[config.mk]
export PLATFORM = sky130hd
export DESIGN_NAME = ofm_requant_pack
export DESIGN_NICKNAME = d
export VERILOG_FILES = /design/src/rtl/ofm_requant_pack.sv
export SDC_FILE = /design/constraint.sdc
export NUM_CORES = 1
export LEC_CHECK = 0
export ABC_AREA = 1
export BUFFER_PORTS_ARGS = -buffer_cell sky130_fd_sc_hd__clkbuf_2
export CAP_MARGIN = 0
export CORE_AREA = 10 10 110 210
export DETAILED_ROUTE_END_ITERATION = 10
export DIE_AREA = 0 0 120 220
export PLACE_DENSITY = 0.85
export SKIP_CTS_REPAIR_TIMING = 1
export SLEW_MARGIN = 20
export SYNTH_ARGS = -nofsm -noshare
export SYNTH_HDL_FRONTEND = slang
export SYNTH_SLANG_ARGS = --single-unit
export TNS_END_PERCENT = 30
[constraint.sdc]
create_clock -name clk -period 6.31 [get_ports clk]
set_input_delay 0.631 -clock clk [delete_from_list [all_inputs] [get_ports clk]]
set_output_delay 0.631 -clock clk [all_outputs]
set_load 0.005 [all_outputs]
[src/rtl/ofm_requant_pack.sv]
// Output-feature-map requantise and pack stage.
// It adds a per-channel bias to each accumulator result, then applies ReLU, a
// round-half-up right shift and unsigned saturation. The results are packed
// PACK lanes per output word. The pipeline has 3 stages with no backpressure.
module ofm_requant_pack #(
    parameter int IFM_BIT = 8,
    parameter int W_BIT   = 8,
    parameter int K       = 3,
    parameter int IN_CH   = 512,
    parameter int OFM_BIT = 8,
    parameter int PACK    = 4,
    localparam int BIT_ACC = IFM_BIT + W_BIT + $clog2(K * K * IN_CH),
    localparam int CW      = $clog2(PACK + 1)
) (
    input  logic                    clk,
    input  logic                    rst_n,
    input  logic                    in_valid,
    input  logic [BIT_ACC-1:0]      Accumulator,
    input  logic                    bias_valid,
    input  logic [BIT_ACC-1:0]      bias,
    input  logic [4:0]              shift,
    input  logic                    flush,
    output logic                    out_valid,
    output logic [PACK*OFM_BIT-1:0] ofm_word,
    output logic [CW-1:0]           out_count
);

    // Sum width: bias plus accumulator can never overflow BIT_ACC+2 bits.
    localparam int SW = BIT_ACC + 2;
    // Rounding width: must also hold the largest rounding term (1 << 30).
    localparam int RW = (SW > 32) ? SW + 1 : 33;
    localparam logic [RW-1:0] QMAX = {{(RW - OFM_BIT){1'b0}}, {OFM_BIT{1'b1}}};

    logic [BIT_ACC-1:0]      r_bias;
    logic                    r_s1_valid;
    logic                    r_s1_flush;
    logic [SW-1:0]           r_s1_sum;
    logic [4:0]              r_s1_shift;
    logic                    r_s2_valid;
    logic                    r_s2_flush;
    logic [RW-1:0]           r_s2_r;
    logic [PACK*OFM_BIT-1:0] r_pack;
    logic [CW-1:0]           r_lane_cnt;
    logic                    r_out_valid;
    logic [PACK*OFM_BIT-1:0] r_ofm_word;
    logic [CW-1:0]           r_out_count;

    logic [SW-1:0]           w_sum;
    logic [RW-1:0]           w_ext;
    logic [RW-1:0]           w_rnd;
    logic [RW-1:0]           w_relu;
    logic [OFM_BIT-1:0]      w_q;
    logic [PACK*OFM_BIT-1:0] w_pack;
    logic [CW-1:0]           w_cnt;
    logic                    w_emit;

    assign out_valid = r_out_valid;
    assign ofm_word  = r_ofm_word;
    assign out_count = r_out_count;

    // Bias register; a sample taken on the same edge still sees the old bias.
    always_ff @(posedge clk or negedge rst_n) begin
        if (!rst_n) begin
            r_bias <= '0;
        end else if (bias_valid) begin
            r_bias <= bias;
        end
    end

    assign w_sum = {{2{Accumulator[BIT_ACC-1]}}, Accumulator}
                 + {{2{r_bias[BIT_ACC-1]}}, r_bias};

    // S1: biased sum, captured shift and flush marker.
    always_ff @(posedge clk or negedge rst_n) begin
        if (!rst_n) begin
            r_s1_valid <= 1'b0;
            r_s1_flush <= 1'b0;
            r_s1_sum   <= '0;
            r_s1_shift <= '0;
        end else begin
            r_s1_valid <= in_valid;
            r_s1_flush <= flush;
            if (in_valid) begin
                r_s1_sum   <= w_sum;
                r_s1_shift <= shift;
            end
        end
    end

    // S2 combinational: ReLU plus round-half-up arithmetic shift.
    always_comb begin
        w_ext  = {{(RW - SW){1'b0}}, r_s1_sum};
        w_rnd  = '0;
        if (r_s1_shift != 5'd0) begin
            w_rnd = RW'(1) << (r_s1_shift - 5'd1);
        end
        w_relu = (w_ext + w_rnd) >> r_s1_shift;
        if (r_s1_sum[SW-1]) begin
            w_relu = '0;
        end
    end

    // S2 register.
    always_ff @(posedge clk or negedge rst_n) begin
        if (!rst_n) begin
            r_s2_valid <= 1'b0;
            r_s2_flush <= 1'b0;
            r_s2_r     <= '0;
        end else begin
            r_s2_valid <= r_s1_valid;
            r_s2_flush <= r_s1_flush;
            if (r_s1_valid) begin
                r_s2_r <= w_relu;
            end
        end
    end

    // S3 combinational: saturate, insert into the current lane, decide emit.
    // The data lane is inserted before the flush marker is considered.
    always_comb begin
        w_q    = (r_s2_r > QMAX) ? {OFM_BIT{1'b1}} : r_s2_r[OFM_BIT-1:0];
        w_pack = r_pack;
        w_cnt  = r_lane_cnt;
        if (r_s2_valid) begin
            for (int i = 0; i < PACK; i++) begin
                if (CW'(i) == r_lane_cnt) begin
                    w_pack[i*OFM_BIT +: OFM_BIT] = w_q;
                end
            end
            w_cnt = r_lane_cnt + CW'(1);
        end
        w_emit = (r_s2_valid && (w_cnt == CW'(PACK))) || (r_s2_flush && (w_cnt != '0));
    end

    // S3 register: pack accumulation and output word.
    always_ff @(posedge clk or negedge rst_n) begin
        if (!rst_n) begin
            r_pack      <= '0;
            r_lane_cnt  <= '0;
            r_out_valid <= 1'b0;
            r_ofm_word  <= '0;
            r_out_count <= '0;
        end else begin
            r_out_valid <= w_emit;
            if (w_emit) begin
                r_ofm_word  <= w_pack;
                r_out_count <= w_cnt;
                r_pack      <= '0;
                r_lane_cnt  <= '0;
            end else begin
                r_pack     <= w_pack;
                r_lane_cnt <= w_cnt;
            end
        end
    end

endmodule
==> impl_metrics.toml <==
[cells_and_area]
fin_util = 0.6996
area_growth_pct = 10.20
final_cell_mix = "nand2_1 (532), nand3_1 (237), inv_1 (211), dfrtp_1 (172), nor2_1 (129)"
final_common_cell = "nand2_1"
final_nets = 2040
drive_gt1_frac = 0.1382
stdcell_count = 2180
antenna_cells = 0

[clock_tree]
clock_latency_ns = 0.44
cts_tree = "done"
cts_root_buffer = "clkbuf_16"
htreeDepth = 4
cts.sinks = 172
ctsLongestPathBuffers = 2
cts_buffers = 17
clkTransAtPathRegs_ns = 0.07

[synth]
async_flop_share = 1.000
ys_seq_area_frac = 0.3421
synth.top_cells.by_area = "dfrtp_1 (34%), nand2_1 (16%), nand3_1 (9.4%), ha_1 (6.5%), inv_1 (6.3%)"
synth_nets = 1967
synth-edff-count = 0
synthesis.area_per_instance_sq_um = 6.868
synth_ff_type = "dfrtp_1"
synth.largest_area_cell = "dfrtp_1"
ys_seq_elements = 172
ys_warn_count = 0
netlist.area_leader.share = 0.3421
syn_area_sq_um = 12580
netlist_instances = 1832
synth_cell_types = 48

[critical_path]
reg2regPathDepth = 22
cp_max_fo = 37
critPathKind = "reg -> reg"
critPathLaunchType = "flip-flop"
r2r_setup_slack_ns = 1.52
critPathCaptureType = "flip-flop"
crit_arrival_ns = 5.17
worstReg2RegStart = "r_s1_shift[0]"
reg2reg_to = "r_s2_r[4]"
cp.required_ns = 6.69

[power_and_ir_drop]
ir_drop_uv = 207.7
powerDensity_nw_per_um2 = 299.7
p_leak_uw = 0.007493

[floorplanning]
die-width_microns = 120
die_area_sq_um = 26400
rows = 73
start_util = 0.6348
fp.coreArea_sq_um = 19820
io_pins = 104
die_h_microns = 220

[placement]
place_hpwl_microns = 34610
place_ws_ns = 1.941
gp_congestion = 1.108
port_buffers = 103
place_inst = 2148

[sta]
drv_slew = 0
finalSetupViolations = 0
worst_slack_ns = 1.519
worstMarginPinSlew_ns = 1.058
maxSlewHeadroom = 0.2941
min_period_ns = 4.791
finalCritPeriodShare = 0.7592
final-hold-violation-count = 0
rsz0062_at_grt = "no"
setup_tns_ns = 0
fmax_mhz = 208.7
fin_worst_skew_ns = 0.008517

[route]
wirelength_microns = 44500
drt_iter0_markers = 1018
post-route-drc-count = 0
vias_per_cell = 5.856
firstDrtPassIters = 5
drt-wirelength-per-cell_microns = 20.41
via_count = 12766
ant_nets = 0

[global_routing]
grt_pass1_wl_microns = 68830
grt_max_degree = 102
groute.usage.overall = 0.3402
grt_pass1_vias = 13022
grt_overflow = 0
grt_antenna_before_repair = 0

[run_status]
status = "finished, final reports clean"

[worst_hold_path]
hold_path.class = "in -> async"

[run]
cap_violations = 0
[worst max path at each step]
stage | start | end | slack, ns | cells after the start
detailed placement | r_s1_shift[0] | r_s2_r[4] | 1.94 | 22
CTS | r_s1_shift[0] | r_s2_r[4] | 1.92 | 22
global placement | r_s1_shift[0] | r_s2_r[4] | 1.96 | 22
floorplan | r_s1_shift[1] | r_s2_r[11] | 3.06 | 29
global route | r_s1_shift[0] | r_s2_r[4] | 1.20 | 22
finish | r_s1_shift[0] | r_s2_r[4] | 1.52 | 22
[cell type report]
class / instances / area, sq um
clock buffer: 20 / 446.7
timing repair buffer: 120 / 649.4
sequential: 172 / 4304
multi-input combinational: 1374 / 7163
fill: 1737 / 5954
clock inverter: 12 / 148.9
tap: 262 / 327.8
inverter: 220 / 825.8
[Yosys cell counts, types with 2 or more instances]
library cell	instances
o211ai_1	9
and2_1	2
a21o_1	7
buf_1	5
o21ai_1	21
xnor2_1	9
a21oi_1	112
nand3_2	24
o31ai_1	3
xor2_1	12
buf_4	5
nor4_1	8
buf_2	21
mux2_2	28
inv_2	7
a31oi_1	7
nand2_2	27
nor2_1	129
clkbuf_1	34
fa_1	2
nor2_2	7
clkinv_1	2
or2_2	11
nand4_1	10
o21ai_0	77
nor2_4	4
nand2_1	533
dfrtp_1	172
nor3_1	14
inv_1	211
nand3_1	237
ha_1	65
a21boi_0	2
[where the power goes]
group	switching [uW]	internal (uW)
logic	1070	515
registers	144	1330
clock network	491	607
[per-stage QoR]
step / power, uW / hold WS (ns) / area, sq um
4_1_cts: 4125 / 0.2808 / 13870
6_report: 4155 / 0.2959 / 13870
2_1_floorplan: 2501 / 0.3312 / 12580
3_3_place_gp: 2971 / 0.3366 / 13270
5_1_grt: 4395 / 0.2985 / 13870
3_5_place_dp: 3021 / 0.3442 / 13270
[cells by family after synthesis]
family | share of synthesized area
multiplexers | 0.02586
flip-flops | 0.3421
adder cells (fa/ha/maj) | 0.06782
AO/OA/AOI/OAI | 0.1065
AND/OR/NAND/NOR | 0.3539
XOR/XNOR | 0.01462
buffers and inverters | 0.08920
[state kept, by name (all words and copies together) (netlist names)]
| signal | flops |
|---|---|
| ofm_word | 32 |
| out_count | 3 |
| out_valid | 1 |
| r_bias | 29 |
| r_lane_cnt | 3 |
| r_pack | 32 |
| r_s1_flush | 1 |
| r_s1_shift | 5 |
| r_s1_sum | 30 |
| r_s1_valid | 1 |
| r_s2_flush | 1 |
| r_s2_r | 33 |
| r_s2_valid | 1 |
[layer usage]
metal	share of wire	wire length [microns]	vias up	GRT usage
li1	-	-	6092	-
met1	0.31	13680	5968	0.2842
met2	0.53	23650	491	0.6347
met3	0.048	2114	215	0.06766
met4	0.11	5044	0	0.3355
met5	0	0	-	0
[worst max-delay path: stages, from the launching register on]
cell	delay, ns
dfrtp_1	0.35
buf_4	0.36
inv_1	0.10
nor2_1	0.34
inv_1	0.11
nor3_1	0.55
nand2_1	0.15
inv_1	0.08
ha_1	0.18
inv_1	0.06
fa_1	0.40
inv_1	0.11
nand3_1	0.07
nand3_1	0.18
nand2_1	0.10
nand2_1	0.15
xor2_1	0.21
nand2_1	0.09
nand3_1	0.11
nand3_1	0.09
a31oi_1	0.54
o21ai_0	0.27
nand3_1	0.12
Power figures use the tool's default switching activity.
